**config.mk**
```make
export PLATFORM = sky130hd
export DESIGN_NAME = wt_mult_sched
export DESIGN_NICKNAME = d
export VERILOG_FILES = /design/src/rtl/wt_mult_sched.sv
export SDC_FILE = /design/constraint.sdc
export NUM_CORES = 1
export LEC_CHECK = 0
export BUFFER_PORTS_ARGS = -buffer_cell sky130_fd_sc_hd__buf_2
export CAP_MARGIN = 30
export CELL_PAD_IN_SITES_DETAIL_PLACEMENT = 0
export CELL_PAD_IN_SITES_GLOBAL_PLACEMENT = 1
export CORE_MARGIN = 8
export CORE_UTILIZATION = 38
export CTS_CLUSTER_DIAMETER = 120
export DETAILED_ROUTE_END_ITERATION = 10
export PLACE_DENSITY_LB_ADDON = 0.1
export SYNTH_ARGS = -nofsm -noshare
export SYNTH_HDL_FRONTEND = slang
export SYNTH_HIERARCHICAL = 1
export SYNTH_SLANG_ARGS = --single-unit
export TNS_END_PERCENT = 10
```
**constraint.sdc**
```tcl
create_clock -name clk -period 4.3 [get_ports clk]
set_input_delay 0.645 -clock clk [delete_from_list [all_inputs] [get_ports clk]]
set_output_delay 0.645 -clock clk [all_outputs]
set_load 0.01 [all_outputs]
```
**src/rtl/wt_mult_sched.sv**
```systemverilog
`default_nettype none
// ============================================================================
// Module   : wt_mult_sched (with helper wt_rsp_fifo)
// Purpose  : Shares one pipelined signed multiplier between two requesters.
//            Round-robin arbitration with credit gating, owner-tag pipeline
//            matching the fixed multiplier latency, per-requester response
//            FIFOs (first-word fall-through).
// Revision : 1.0 - initial release
// ============================================================================

module wt_rsp_fifo #(
    parameter int DW    = 64,
    parameter int DEPTH = 4
) (
    input  logic          clk,
    input  logic          rst,
    input  logic          i_push,
    input  logic [DW-1:0] i_data,
    input  logic          i_pop,
    output logic          o_valid,
    output logic [DW-1:0] o_data
);
    localparam int c_AW = $clog2(DEPTH);
    localparam int c_CW = $clog2(DEPTH + 1);
    localparam logic [c_AW-1:0] c_LAST = c_AW'(DEPTH - 1);
    localparam logic [c_CW-1:0] c_FULL = c_CW'(DEPTH);

    logic [DW-1:0]   r_mem [DEPTH];
    logic [c_AW-1:0] r_wr;
    logic [c_AW-1:0] r_rd;
    logic [c_CW-1:0] r_cnt;
    logic            w_pop;
    logic            w_full;

    assign o_valid = (r_cnt != '0);
    assign w_full  = (r_cnt == c_FULL);
    assign w_pop   = i_pop && o_valid;
    // Head word is forced to zero while empty so stale storage never leaks out.
    assign o_data  = o_valid ? r_mem[r_rd] : '0;

    // Storage write; entries need no reset because reads are gated by r_cnt.
    always_ff @(posedge clk) begin
        if (i_push) begin
            r_mem[r_wr] <= i_data;
        end
    end

    // Pointer and occupancy bookkeeping; push+pop together keeps r_cnt.
    always_ff @(posedge clk) begin
        if (rst) begin
            r_wr  <= '0;
            r_rd  <= '0;
            r_cnt <= '0;
        end else begin
            if (i_push) begin
                r_wr <= (r_wr == c_LAST) ? '0 : r_wr + 1'b1;
            end
            if (w_pop) begin
                r_rd <= (r_rd == c_LAST) ? '0 : r_rd + 1'b1;
            end
            case ({i_push, w_pop})
                2'b10:   r_cnt <= r_cnt + 1'b1;
                2'b01:   r_cnt <= r_cnt - 1'b1;
                default: r_cnt <= r_cnt;
            endcase
        end
    end

    // Credits make overflow unreachable; a push into a full FIFO is a bug.
    a_no_overflow: assert property (@(posedge clk) disable iff (rst) !(i_push && w_full));

endmodule

module wt_mult_sched #(
    parameter int W      = 32,
    parameter int LAT    = 3,
    parameter int FIFO_D = 4
) (
    input  logic           clk,
    input  logic           rst,
    input  logic           req0_valid,
    output logic           req0_ready,
    input  logic [W-1:0]   req0_x,
    input  logic [W-1:0]   req0_y,
    input  logic           req1_valid,
    output logic           req1_ready,
    input  logic [W-1:0]   req1_x,
    input  logic [W-1:0]   req1_y,
    output logic [W-1:0]   mul_x,
    output logic [W-1:0]   mul_y,
    output logic           mul_valid,
    input  logic [2*W-1:0] mul_p,
    output logic           rsp0_valid,
    input  logic           rsp0_ready,
    output logic [2*W-1:0] rsp0_p,
    output logic           rsp1_valid,
    input  logic           rsp1_ready,
    output logic [2*W-1:0] rsp1_p
);
    localparam int c_CW = $clog2(FIFO_D + 1);
    localparam logic [c_CW-1:0] c_CRED_MAX = c_CW'(FIFO_D);

    // Round-robin pointer: which requester wins when both are eligible.
    typedef enum logic [0:0] {
        PTR_R0 = 1'b0,
        PTR_R1 = 1'b1
    } ptr_t;

    ptr_t            r_ptr;
    ptr_t            w_ptr_nxt;
    logic [c_CW-1:0] r_cred0;
    logic [c_CW-1:0] r_cred1;
    logic            w_elig0;
    logic            w_elig1;
    logic            w_grant0;
    logic            w_grant1;
    logic [W-1:0]    r_mul_x;
    logic [W-1:0]    r_mul_y;
    logic            r_mul_valid;
    logic            r_mul_own;      // 0 = requester 0, 1 = requester 1
    logic [LAT-1:0]  r_tag_v;
    logic [LAT-1:0]  r_tag_own;
    logic            w_push0;
    logic            w_push1;
    logic            w_pop0;
    logic            w_pop1;

    // A requester may only issue while it has a free response slot reserved.
    assign w_elig0 = req0_valid && (r_cred0 < c_CRED_MAX);
    assign w_elig1 = req1_valid && (r_cred1 < c_CRED_MAX);

    assign req0_ready = w_grant0;
    assign req1_ready = w_grant1;

    assign mul_x     = r_mul_x;
    assign mul_y     = r_mul_y;
    assign mul_valid = r_mul_valid;

    // The tag leaving the last stage lines up with the product on mul_p.
    assign w_push0 = r_tag_v[LAT-1] && !r_tag_own[LAT-1];
    assign w_push1 = r_tag_v[LAT-1] &&  r_tag_own[LAT-1];
    assign w_pop0  = rsp0_valid && rsp0_ready;
    assign w_pop1  = rsp1_valid && rsp1_ready;

    // Round-robin pointer register.
    always_ff @(posedge clk) begin
        if (rst) begin
            r_ptr <= PTR_R0;
        end else begin
            r_ptr <= w_ptr_nxt;
        end
    end

    // Grant selection; the pointer flips to the loser only when a grant occurs.
    always_comb begin
        w_grant0  = 1'b0;
        w_grant1  = 1'b0;
        w_ptr_nxt = r_ptr;
        if (w_elig0 && (!w_elig1 || (r_ptr == PTR_R0))) begin
            w_grant0  = 1'b1;
            w_ptr_nxt = PTR_R1;
        end else if (w_elig1) begin
            w_grant1  = 1'b1;
            w_ptr_nxt = PTR_R0;
        end
    end

    // Operand/issue registers; operands hold their last value when idle.
    always_ff @(posedge clk) begin
        if (rst) begin
            r_mul_x     <= '0;
            r_mul_y     <= '0;
            r_mul_valid <= 1'b0;
            r_mul_own   <= 1'b0;
        end else begin
            r_mul_valid <= w_grant0 || w_grant1;
            if (w_grant0) begin
                r_mul_x   <= req0_x;
                r_mul_y   <= req0_y;
                r_mul_own <= 1'b0;
            end else if (w_grant1) begin
                r_mul_x   <= req1_x;
                r_mul_y   <= req1_y;
                r_mul_own <= 1'b1;
            end
        end
    end

    // Owner-tag shift register tracking each issue through the multiplier.
    always_ff @(posedge clk) begin
        if (rst) begin
            r_tag_v   <= '0;
            r_tag_own <= '0;
        end else begin
            r_tag_v[0]   <= r_mul_valid;
            r_tag_own[0] <= r_mul_own;
            for (int i = 1; i < LAT; i++) begin
                r_tag_v[i]   <= r_tag_v[i-1];
                r_tag_own[i] <= r_tag_own[i-1];
            end
        end
    end

    // Credit counters: +1 on accept, -1 on response handshake.
    always_ff @(posedge clk) begin
        if (rst) begin
            r_cred0 <= '0;
            r_cred1 <= '0;
        end else begin
            case ({w_grant0, w_pop0})
                2'b10:   r_cred0 <= r_cred0 + 1'b1;
                2'b01:   r_cred0 <= r_cred0 - 1'b1;
                default: r_cred0 <= r_cred0;
            endcase
            case ({w_grant1, w_pop1})
                2'b10:   r_cred1 <= r_cred1 + 1'b1;
                2'b01:   r_cred1 <= r_cred1 - 1'b1;
                default: r_cred1 <= r_cred1;
            endcase
        end
    end

    wt_rsp_fifo #(
        .DW    (2 * W),
        .DEPTH (FIFO_D)
    ) u_rsp0 (
        .clk     (clk),
        .rst     (rst),
        .i_push  (w_push0),
        .i_data  (mul_p),
        .i_pop   (rsp0_ready),
        .o_valid (rsp0_valid),
        .o_data  (rsp0_p)
    );

    wt_rsp_fifo #(
        .DW    (2 * W),
        .DEPTH (FIFO_D)
    ) u_rsp1 (
        .clk     (clk),
        .rst     (rst),
        .i_push  (w_push1),
        .i_data  (mul_p),
        .i_pop   (rsp1_ready),
        .o_valid (rsp1_valid),
        .o_data  (rsp1_p)
    );

endmodule
`default_nettype wire

```
# Yosys cells after proc, flatten, opt, wreduce, memory -nomap -nowiden
# Memories as Yosys holds them, arrays and structs flattened. A register that Yosys moved wholly into a read port is not among the register bits.
# Cells that the tools add are included.
[totals] register_bits=93 latchBits=0 mem_bits_rw=512 romBits=0 output_inout_bits=197 word_cells=91 n_memories=2
[memory_table] memory="u_rsp0.r_mem" words=4 width=64 rd=1 rd_ports_with_merged_regs=1 write_ports=1 line_no="28" text="logic [DW-1:0] r_mem [DEPTH];"
[memory_table] memory="u_rsp1.r_mem" words=4 width=64 rd=1 rd_ports_with_merged_regs=1 write_ports=1 line_no="28"
[op_classes] addsub=12 multipliers=0 div=0 n_lt_le_gt_ge=2 n_eq_ne=12 shifts=0 n_mux=27 bitwise_logic=1 n_reduce_logical=20
[ops] op="two-way mux 32 bit" count=4
[ops] op="two-way mux 64 bit" count=2
[ops] op="one-hot mux 3 bit (2 select lines)" count=4
[ops] op="== test 2 bit, second input constant" count=8
[ops] op="two-way mux 2 bit" count=8
[ops] op="adder 3 x 1 -> 3 bit, second input constant" count=4
[ops] op="nonzero test 2 bit" count=6
[ops] op="subtractor 3 x 1 -> 3 bit, second input constant" count=4
[ops] op="two-way mux 1 bit" count=9
[ops] op="adder 2 x 1 -> 2 bit, second input constant" count=4
[ops] op="== test 2 x 1 -> 1 bit, second input constant" count=4
[ops] op="logical AND 1 bit" count=7
[ops] op="< comparator 3 bit, second input constant" count=2
[ops] op="nonzero test 3 bit" count=2
[ops] op="zero test 1 bit" count=2
[ops] op="logical OR 1 bit" count=2
[ops] op="OR reduction 2 bit" count=1
[ops] op="NOT 1 bit" count=1

# Depth between registers and ports, before layout
# Gate-level depths: netlist of the first run.
[logic_depth] word_depth=8 ltp_mapped=9

# By module
# Netlist of the first run, hierarchy kept.
[modules_own_cells] module="wt_rsp_fifo" instances=2 cells_per_inst=454 area_each_um2=10186.0
[modules_own_cells] module="wt_mult_sched" instances=1 cells_per_inst=441 area_each_um2=4290.4

# Worst setup path after synthesis of the first run
# No wires, ideal clock.
[synth_path] kind="reg2reg" startpoint="reg r_tag_v[2]" endpoint="mem u_rsp0.r_mem[0][0], enable pin" arrival_time_ns=2.148 slack_ns=1.724 stages_incl_launch_ff=3 synth_period_minus_slack_ns=2.576 cell_sequence="dfxtp_1 > nor2b_1 > and2_1"
[synth_via] elab_chain_len=3
[synth_rtl] element="start: declaration" line_no="121" text="logic [LAT-1:0] r_tag_v;"
[synth_rtl] element="start signal: indexed assignment" line_no="198" text="r_tag_v[i] <= r_tag_v[i-1];"
[synth_rtl] element="logical AND 1 bit" line_no="140" text="assign w_push0 = r_tag_v[LAT-1] && !r_tag_own[LAT-1];"
[synth_rtl] element="via w_push0" line_no="123" text="logic w_push0;"
[synth_rtl] element="two-way mux 1 bit" line_no="43" text="if (i_push) begin"
[synth_rtl] element="two-way mux 1 bit (not written as such)" line_no="44" text="r_mem[r_wr] <= i_data;"
[synth_rtl] element="end: declaration" line_no="28"
# The timed path passes the listed nets, and every way through them passes these cells.

==> results.md, run 1 <==
- The flow ran to the end, and the final reports show no timing, DRC or antenna violations.
- The path type of the worst setup path is register to output port.
- The internal power of the cells is 0.0100 W.
- The number of buffers added by the clock tree synthesis step is 69.
- The final layout contains routed wiring with a total length of 67600 µm.
- When the netlist entered floorplanning its net count stood at 1565.
- The clock latency at the later pin of the worst-skew pair is 0.59 ns.
- The total overflow left after global routing is 0.
- Measured on the finished design, the core utilization comes to 0.458.
- For this block, the initial DRC count from the detailed router was 1014.
- The register-to-register setup slack is 1.68 ns.
- The path class of the tightest hold or removal check is input pin to register.
- The average instance in the mapped netlist occupies 18.3 µm².
- In the routed design, unresolved DRC markers number 0.
- Setup repair after global routing left no endpoint under its margin.
- The reported max-cap violation count is 0.
- In this run the vertical extent of the chip is 271 µm.
- The clock arrives with 0.0153 ns of skew.
- The post-detailed-route via-to-cell ratio is 5.21.
- The area enclosed by the die boundary is 0.0733 mm².
- Compared with the post-synthesis result, the final layout area differs by 19.5%.
- The Yosys step of the flow raised 6 warnings.
- The number of vias in the routed layout is 13900.
- The CTS sink count is 609.
- The sequential share of the synthesized area is 0.702.
- The post-synthesis compound-gate area fraction came to 0.0432.
- The maximum level of the CTS H-tree is 3.
- The tightest slew margin relative to the limit is 0.307.
- The post-cts gate resize count is 0.
- The most frequent standard cell in the layout excluding fill and tap cells is edfxtp_1.
- The launching element type of the critical path is a register.
- In the final design database the tool counted 1964 nets.
- The first detailed-routing pass took 5 iterations.
- The number of library cell types mapped by synthesis is 35.
- The number of global-route vias before repair is 14700.
- Of the total synthesized cell area, the portion taken by AND, OR, NAND and NOR gates is 0.0894.
- The count of final max-slew check failures is 0.
- The clock passes through at most 3 buffers.
- The fill cell total of the finished layout is 5701.
- The data arrival time of the critical path is 2.65 ns.
- After floorplanning, the core was sized to cover 0.0643 mm².
- The portion of the clock cycle consumed by the worst path in the final layout is 0.767.
- Of the total power, combinational logic draws 0.073.
- The share of total power dissipated in sequential elements is 0.508.
- In the layout the commonest cells are edfxtp_1 (512), buf_2 (393), and2_1 (131), mux4_2 (120), dfxtp_1 (93).
- The switching power share of the total is 0.227.
- The time the worst path needs with I/O delays and setup is 3.30 ns.
- The final estimated routing congestion in global placement is 0.769.
- The clock transition time at the flip-flop clock pins of the worst setup and hold paths is 0.06 ns.
- In this run the count of I/O pins placed on the die edge is 395.
- After clock tree synthesis, the setup repair step added 0 buffers.
- The count of final setup violators is 0.
- For this design the static power due to leakage is 10.7 nW.
- The highest ir drop seen on vdd is 341 µV.
- Entering global routing, the biggest net connects 75 pins.
- The post-synthesis mux area share is 0.120.
- The maximum operating frequency is 303 MHz.
- In the synthesized netlist, the number of instances is 1349.
- The first-pass GRT wire length is 100000 µm.
- The endpoint required time on the critical path is 3.65 ns.
- In this run the cell area of the synthesized design comes to 0.0247 mm².
- The number of buffers added on ports is 394.
- STA classifies the critical path endpoint as an output port.
- For this run, the total global-route usage over all layers was measured as 0.181.
- The maximum net fanout on the critical path is 27.
- Of the total synthesized cell area, the portion taken by full adders, half adders and majority gates is 0.0103.
- The detail route stage leaves a number of antenna-violating nets equal to 0.
- The TritonCTS clock tree is done.
- The number of hold violations in the final report is 0.
- In the final routed layout, each cell accounts on average for 25.4 µm.
- The initial antenna violation count came to 11.
- The post-synthesis share of cell area spent on xor and xnor gates is 0.00284.
- After synthesis, the largest family of logic cells by area is multiplexers.
- The number of standard-cell rows in the floorplan is 93.
- The half-perimeter wire length after detailed placement is 42300 µm.
- The post-cts hold buffer count is 0.
- The setup total negative slack is 0 ns.
- In the final layout, flip-flops and latches occupy 0.0173 mm².
- The cell at the root of the clock tree is clkbuf_16.
- The floorplan step set the die width to 271 µm.
- The share of total power dissipated in the clock network is 0.420.
- In this run the power density over the cells is 439 mW/mm².
- For this configuration, the core starts out at a cell density of 0.383.
- The number of synthesized register bits is 609.
- The net switching component of the power is 0.00294 W.
- The share of post-route cells with drive strength above 1 is 0.365.
- The actual transition at the worst max-transition pin is 1.04 ns.
- The area occupied by multi-input gates is 0.00658 mm².
stage by stage:
stage	total power (W)	hold slack [ns]	instances	area, µm²	setup slack, ns
2_1_floorplan	0.00722	0.414	1349	24700	1.72
4_1_cts	0.0131	0.271	2653	29400	0.878
3_5_place_dp	0.00765	0.429	2529	27300	1.53
6_report	0.0129	0.315	2662	29500	1.00
5_1_grt	0.0134	0.308	2659	29500	0.809
3_3_place_gp	0.00764	0.422	2528	27300	1.52
power by group through the flow:
stage                     logic (W)  registers, W  clock network [W]
after floorplan            0.000514       0.00671                  0
after global placement     0.000953       0.00669                  0
after detailed placement   0.000959       0.00669                  0
after CTS                  0.000965       0.00657            0.00562
after global routing        0.00103       0.00658            0.00583
final                      0.000940       0.00657            0.00543
final timing paths:
check | start | end | depth (start not counted)
hold reg to reg | r_tag_v[0]$_SDFF_PP0_ | r_tag_v[1]$_SDFF_PP0_ | 1
setup reg to reg | u_rsp1/r_cnt[1]$_SDFFE_PP0P_ | r_cred1[2]$_SDFFE_PP0P_ | 7
hold / removal | mul_p[46] | u_rsp0/r_mem[0][46]$_DFFE_PP_ | 1
setup / recovery | register | rsp0_p[63] | 4
critical path: stages, from the launching register on:
cell and delay (ns):
dfxtp_4 0.76, buf_4 0.42, mux4_1 0.58, and2_1 0.16, buf_2 0.14
per-layer routing:
| layer | GRT usage | vias up | routed length (µm) |
|---|---|---|---|
| li1 | - | 6180 | - |
| met1 | 0.232 | 7236 | 29200 |
| met3 | 0.0434 | 73 | 3700 |
| met2 | 0.308 | 359 | 33600 |
| met5 | 0 | - | 45 |
| met4 | 0.0459 | 8 | 1000 |
state kept, by name (all words and copies together), names as in the netlist, named ones only:
signal        count
u_rsp0/r_wr       2
u_rsp0/r_rd       2
u_rsp1/r_rd       2
mul_y            32
r_cred1           3
u_rsp1/r_wr       2
mul_x            32
r_ptr             1
u_rsp0/r_mem    256
u_rsp1/r_cnt      3
r_tag_own         3
u_rsp0/r_cnt      3
r_tag_v           3
u_rsp1/r_mem    256
r_mul_own         1
r_cred0           3
mul_valid         1
synthesized netlist by cell type (all sizes together):
cell      n  share of area
edfxtp  512           0.62
and2    139          0.035
mux4    128           0.12
dfxtp    97          0.079
a21oi    78          0.016
nand2b   66          0.017
a221o    64          0.026
and4b    64          0.026
buf      59          0.023
clkbuf   40         0.0062
inv      18         0.0027
nor2     18         0.0027
ha       14         0.0071
nor2b     9         0.0029
or3       8         0.0020
xor2      7         0.0025
nand2     6         0.0010
fa        4         0.0032
mux2i     4         0.0016
o21ai     4        0.00081
nand3     2        0.00041
nor3      2        0.00086
nor3b     2        0.00061
o31ai     2        0.00061
nand3b    1        0.00081
xnor2     1        0.00036
kinds of logic after synthesis:
kind of cell | after synthesis
simple gates | 317
xor+xnor | 8
buf+inv | 117
compound gates | 148
fa+ha+maj | 18
flops | 609
mux | 132
cell type report:
type | count | share of cell area
antenna | 6 | 0.000509
clock buffer | 96 | 0.0630
clock inverter | 28 | 0.00751
inverter | 18 | 0.00229
multi-input combinational | 623 | 0.223
sequential | 609 | 0.588
tap | 855 | 0.0363
timing repair buffer | 427 | 0.0791
(Power assumes the default switching activity.)
==> run 2: changes to the inputs <==
==> constraint.sdc (replaced) <==
create_clock -name clk -period 2.8 [get_ports clk]
set_input_delay 0.42 -clock clk [delete_from_list [all_inputs] [get_ports clk]]
set_output_delay 0.42 -clock clk [all_outputs]
set_load 0.01 [all_outputs]
==> results.md, run 2 (synthesized netlist as in run 1, its figures left out) <==
- The aggregate global-route resource usage came to 0.177 (-0.00465).
- The number of standard-cell rows in the floorplan is 93 (unchanged).
- The number of detailed-routing iterations run before antenna repair is 5 (unchanged).
- The largest registers in the layout are u_rsp0/r_mem x256, u_rsp1/r_mem x256.
- The leakage dissipation is 10.9 nW (+1.2%).
- The number of hold violations in the final report is 0 (unchanged).
- From synthesis to final layout, the design area changed by 20.9%.
- The switching power share of the total is 0.221 (-0.00621).
- The actual transition at the worst max-transition pin is 0.701 ns (-0.338 ns).
- The net switching component of the power came to 0.00449 W (+53%).
- The final estimated routing congestion in global placement is 0.768 (-0.20%).
- The setup total negative slack is 0 ns (unchanged).
- The final-stage net count was 1975 (+0.56%).
- The final cell utilization of the core is 0.463 (+0.00527).
- Setup repair after global routing left no endpoint under its margin.
- TritonCTS built the clock tree.
- The share of total power in combinational logic is 0.074 (about the same).
- The number of buffers between clock root and the deepest sink is 3 (unchanged).
- The met3 demand-to-capacity share in global routing was 0.0410 (-0.00238).
- The height of the die was 271 µm (unchanged).
- The residual antenna-violating net count after detailed routing is 0 (unchanged).
- The post-cts hold buffer count is 0 (unchanged).
- The power share of the sequential group came to 0.496 (-0.012).
- The aggregate routed wire length is 65900 µm (-2.4%).
- The count of unresolved DRC violations after routing is 0 (unchanged).
- The number of vias in the routed layout is 13900 (+0.31%).
- The maximum number of pins on one net before global-route repair is 158 (+110%).
- The data arrival time of the critical path is 2.24 ns (-0.41 ns).
- The clock transition time at the flip-flop clock pins of the worst setup and hold paths is 0.06 ns (about the same).
- The clock group share of total power is 0.430 (+0.010).
- The sum of overflow across all layers after global routing is 0 (unchanged).
- The number of global-route vias before repair is 14500 (-1.8%).
- The tightest min-delay check is of the input pin to register type.
- Of the available clock period, the critical path in the final layout requires 0.950.
- The clock latency at the later pin of the worst-skew pair is 0.58 ns (about the same).
- The met2 track utilization from global routing is 0.290 (-0.0178).
- The core footprint is 0.0643 mm² (unchanged).
- The most used routing layer in global routing is met2.
- The worst register-to-register path begins at u_rsp1/r_cnt[1]$_SDFFE_PP0P_.
- The worst path needs 2.66 ns of the cycle, external delays included.
- The number of buffers added by the clock tree synthesis step is 70 (+1.4%).
- The post-detailed-route via-to-cell ratio was 5.21 (about the same).
- The area enclosed by the die boundary is 0.0733 mm² (unchanged).
- The power per standard cell area is 681 mW/mm² (+55%).
- The first-pass GRT wire length was 98600 µm (-1.7%).
- The CTS sink count was 609 (unchanged).
- The worst setup path is launched from a register.
- The starting density of the core is 0.383 (unchanged).
- The most frequent standard cell in the layout excluding fill and tap cells is edfxtp_1.
- The highest ir drop seen on vdd came to 383 µV (+12%).
- The overall die width is 271 µm (unchanged).
- The starting DRC count in detailed routing is 978 (-3.6%).
- Timing would allow up to 376 MHz.
- The share of post-route cells with drive strength above 1 is 0.369 (+0.00412).
- The count of final setup violators is 0 (unchanged).
- The average wire per cell in the routed design is 24.7 µm (-2.7%).
- The tightest slew margin relative to the limit is 0.532 (+0.225).
- The maximum net fanout on the critical path is 21 (-22%).
- In the layout the commonest cells are edfxtp_1 (512), buf_2 (393), and2_1 (131), mux4_2 (120), dfxtp_1 (93).
- The initial antenna violation count is 14 (+3).
- The worst setup path is captured at an output port.
- The reported max-cap violation count is 0 (unchanged).
- The cell type of the slowest stage on the worst timing path is mux4_1.
- The path type of the worst setup path is register to output port.
- The maximum level of the CTS H-tree was 3 (unchanged).
- The number of buffers added on ports is 394 (unchanged).
- The count of final max-slew check failures is 0 (unchanged).
- The internal power of the cells is 0.0158 W (+58%).
- The maximum single-stage delay on the critical path is 0.59 ns (-0.17 ns).
- The signal on the critical path passes through buf_12 > mux4_1 > and2_1 > buf_2.
- The worst clock skew came to 0.0130 ns (-0.00233 ns).
- The startpoint identified for the worst hold timing path is mul_p[45].
- The met1 usage in global routing is 0.237 (+0.00459).
- The flow ran to the end, and the final reports show no timing, DRC or antenna violations.
- The half-perimeter wire length after detailed placement is 41700 µm (-1.3%).
- The cell at the root of the clock tree is clkbuf_16.
- The endpoint required time on the critical path came to 2.38 ns (-1.27 ns).
- The number of top-level pins came to 395 (unchanged).
[run 2: cell types whose count changed in the layout (fill, tap and decap cells not counted), sizes merged]
| cell | change |
|---|---|
| inv | +1 |
| clkbuf | -8 |
| diode | +1 |
| buf | +10 |
| clkinv | -2 |
| bufinv | +5 |
| clkinvlp | +1 |
[run 2: path summary, 6_finish.rpt]
path	to	slack (ns)	depth (start not counted)
worst max-delay path	rsp1_p[1]	0.14	4
worst min-delay path	u_rsp1/r_mem[2][45]$_DFFE_PP_	0.1	1
worst max register to register	r_cred1[2]$_SDFFE_PP0P_	0.54	7
worst min register to register	r_tag_own[2]$_SDFF_PP0_	0.44	1
[run 2: final cells by class]
class	instances	area, µm²
fill	5632	34500
sequential	609	17300
multi-input combinational	623	6580
timing repair buffer	437	2580
clock buffer	88	1830
tap	855	1070
clock inverter	33	339
inverter	18	67.6
antenna	7	17.5
[run 2: power by group through the flow]
stage	Combinational, W	Clock [W]	Sequential [W]
2_1_floorplan	0.000789	0	0.0103
3_3_place_gp	0.00151	0	0.0103
4_1_cts	0.00155	0.00900	0.0101
5_1_grt	0.00165	0.00937	0.0101
3_5_place_dp	0.00152	0	0.0103
6_report	0.00150	0.00872	0.0101
[run 2: what timing repair did]
| action | CTS | global route |
|---|---|---|
| resized for setup | 2 | 1 |
| hold endpoints to repair | 0 | 0 |
| setup endpoints to repair | 71 | 2 |
| setup buffers | 4 | 0 |
[run 2: worst max-delay path: cells and delay by family (launching register included)]
kind          cells  cell delay (ns)
flops             1             0.43
mux               1             0.59
simple gates      1             0.23
buf+inv           2             0.40
[run 2: through the flow]
stage | worst slack [ns] | hold slack, ns | power [W] | cell area (µm²) | std cells
finish | 0.141 | 0.0987 | 0.0203 | 29800 | 2670
global route | 0.0221 | 0.0686 | 0.0211 | 29800 | 2664
CTS | 0.0206 | 0.0553 | 0.0206 | 29800 | 2663
detailed placement | 0.462 | 0.433 | 0.0118 | 27600 | 2538
global placement | 0.483 | 0.439 | 0.0118 | 27600 | 2538
floorplan | 0.224 | 0.414 | 0.0111 | 24700 | 1349
[run 2: layer usage]
metal	share of wire	vias to the layer above
li1	-	6213
met3	0.054	99
met1	0.43	7209
met2	0.49	370
met5	0.00073	-
met4	0.020	8
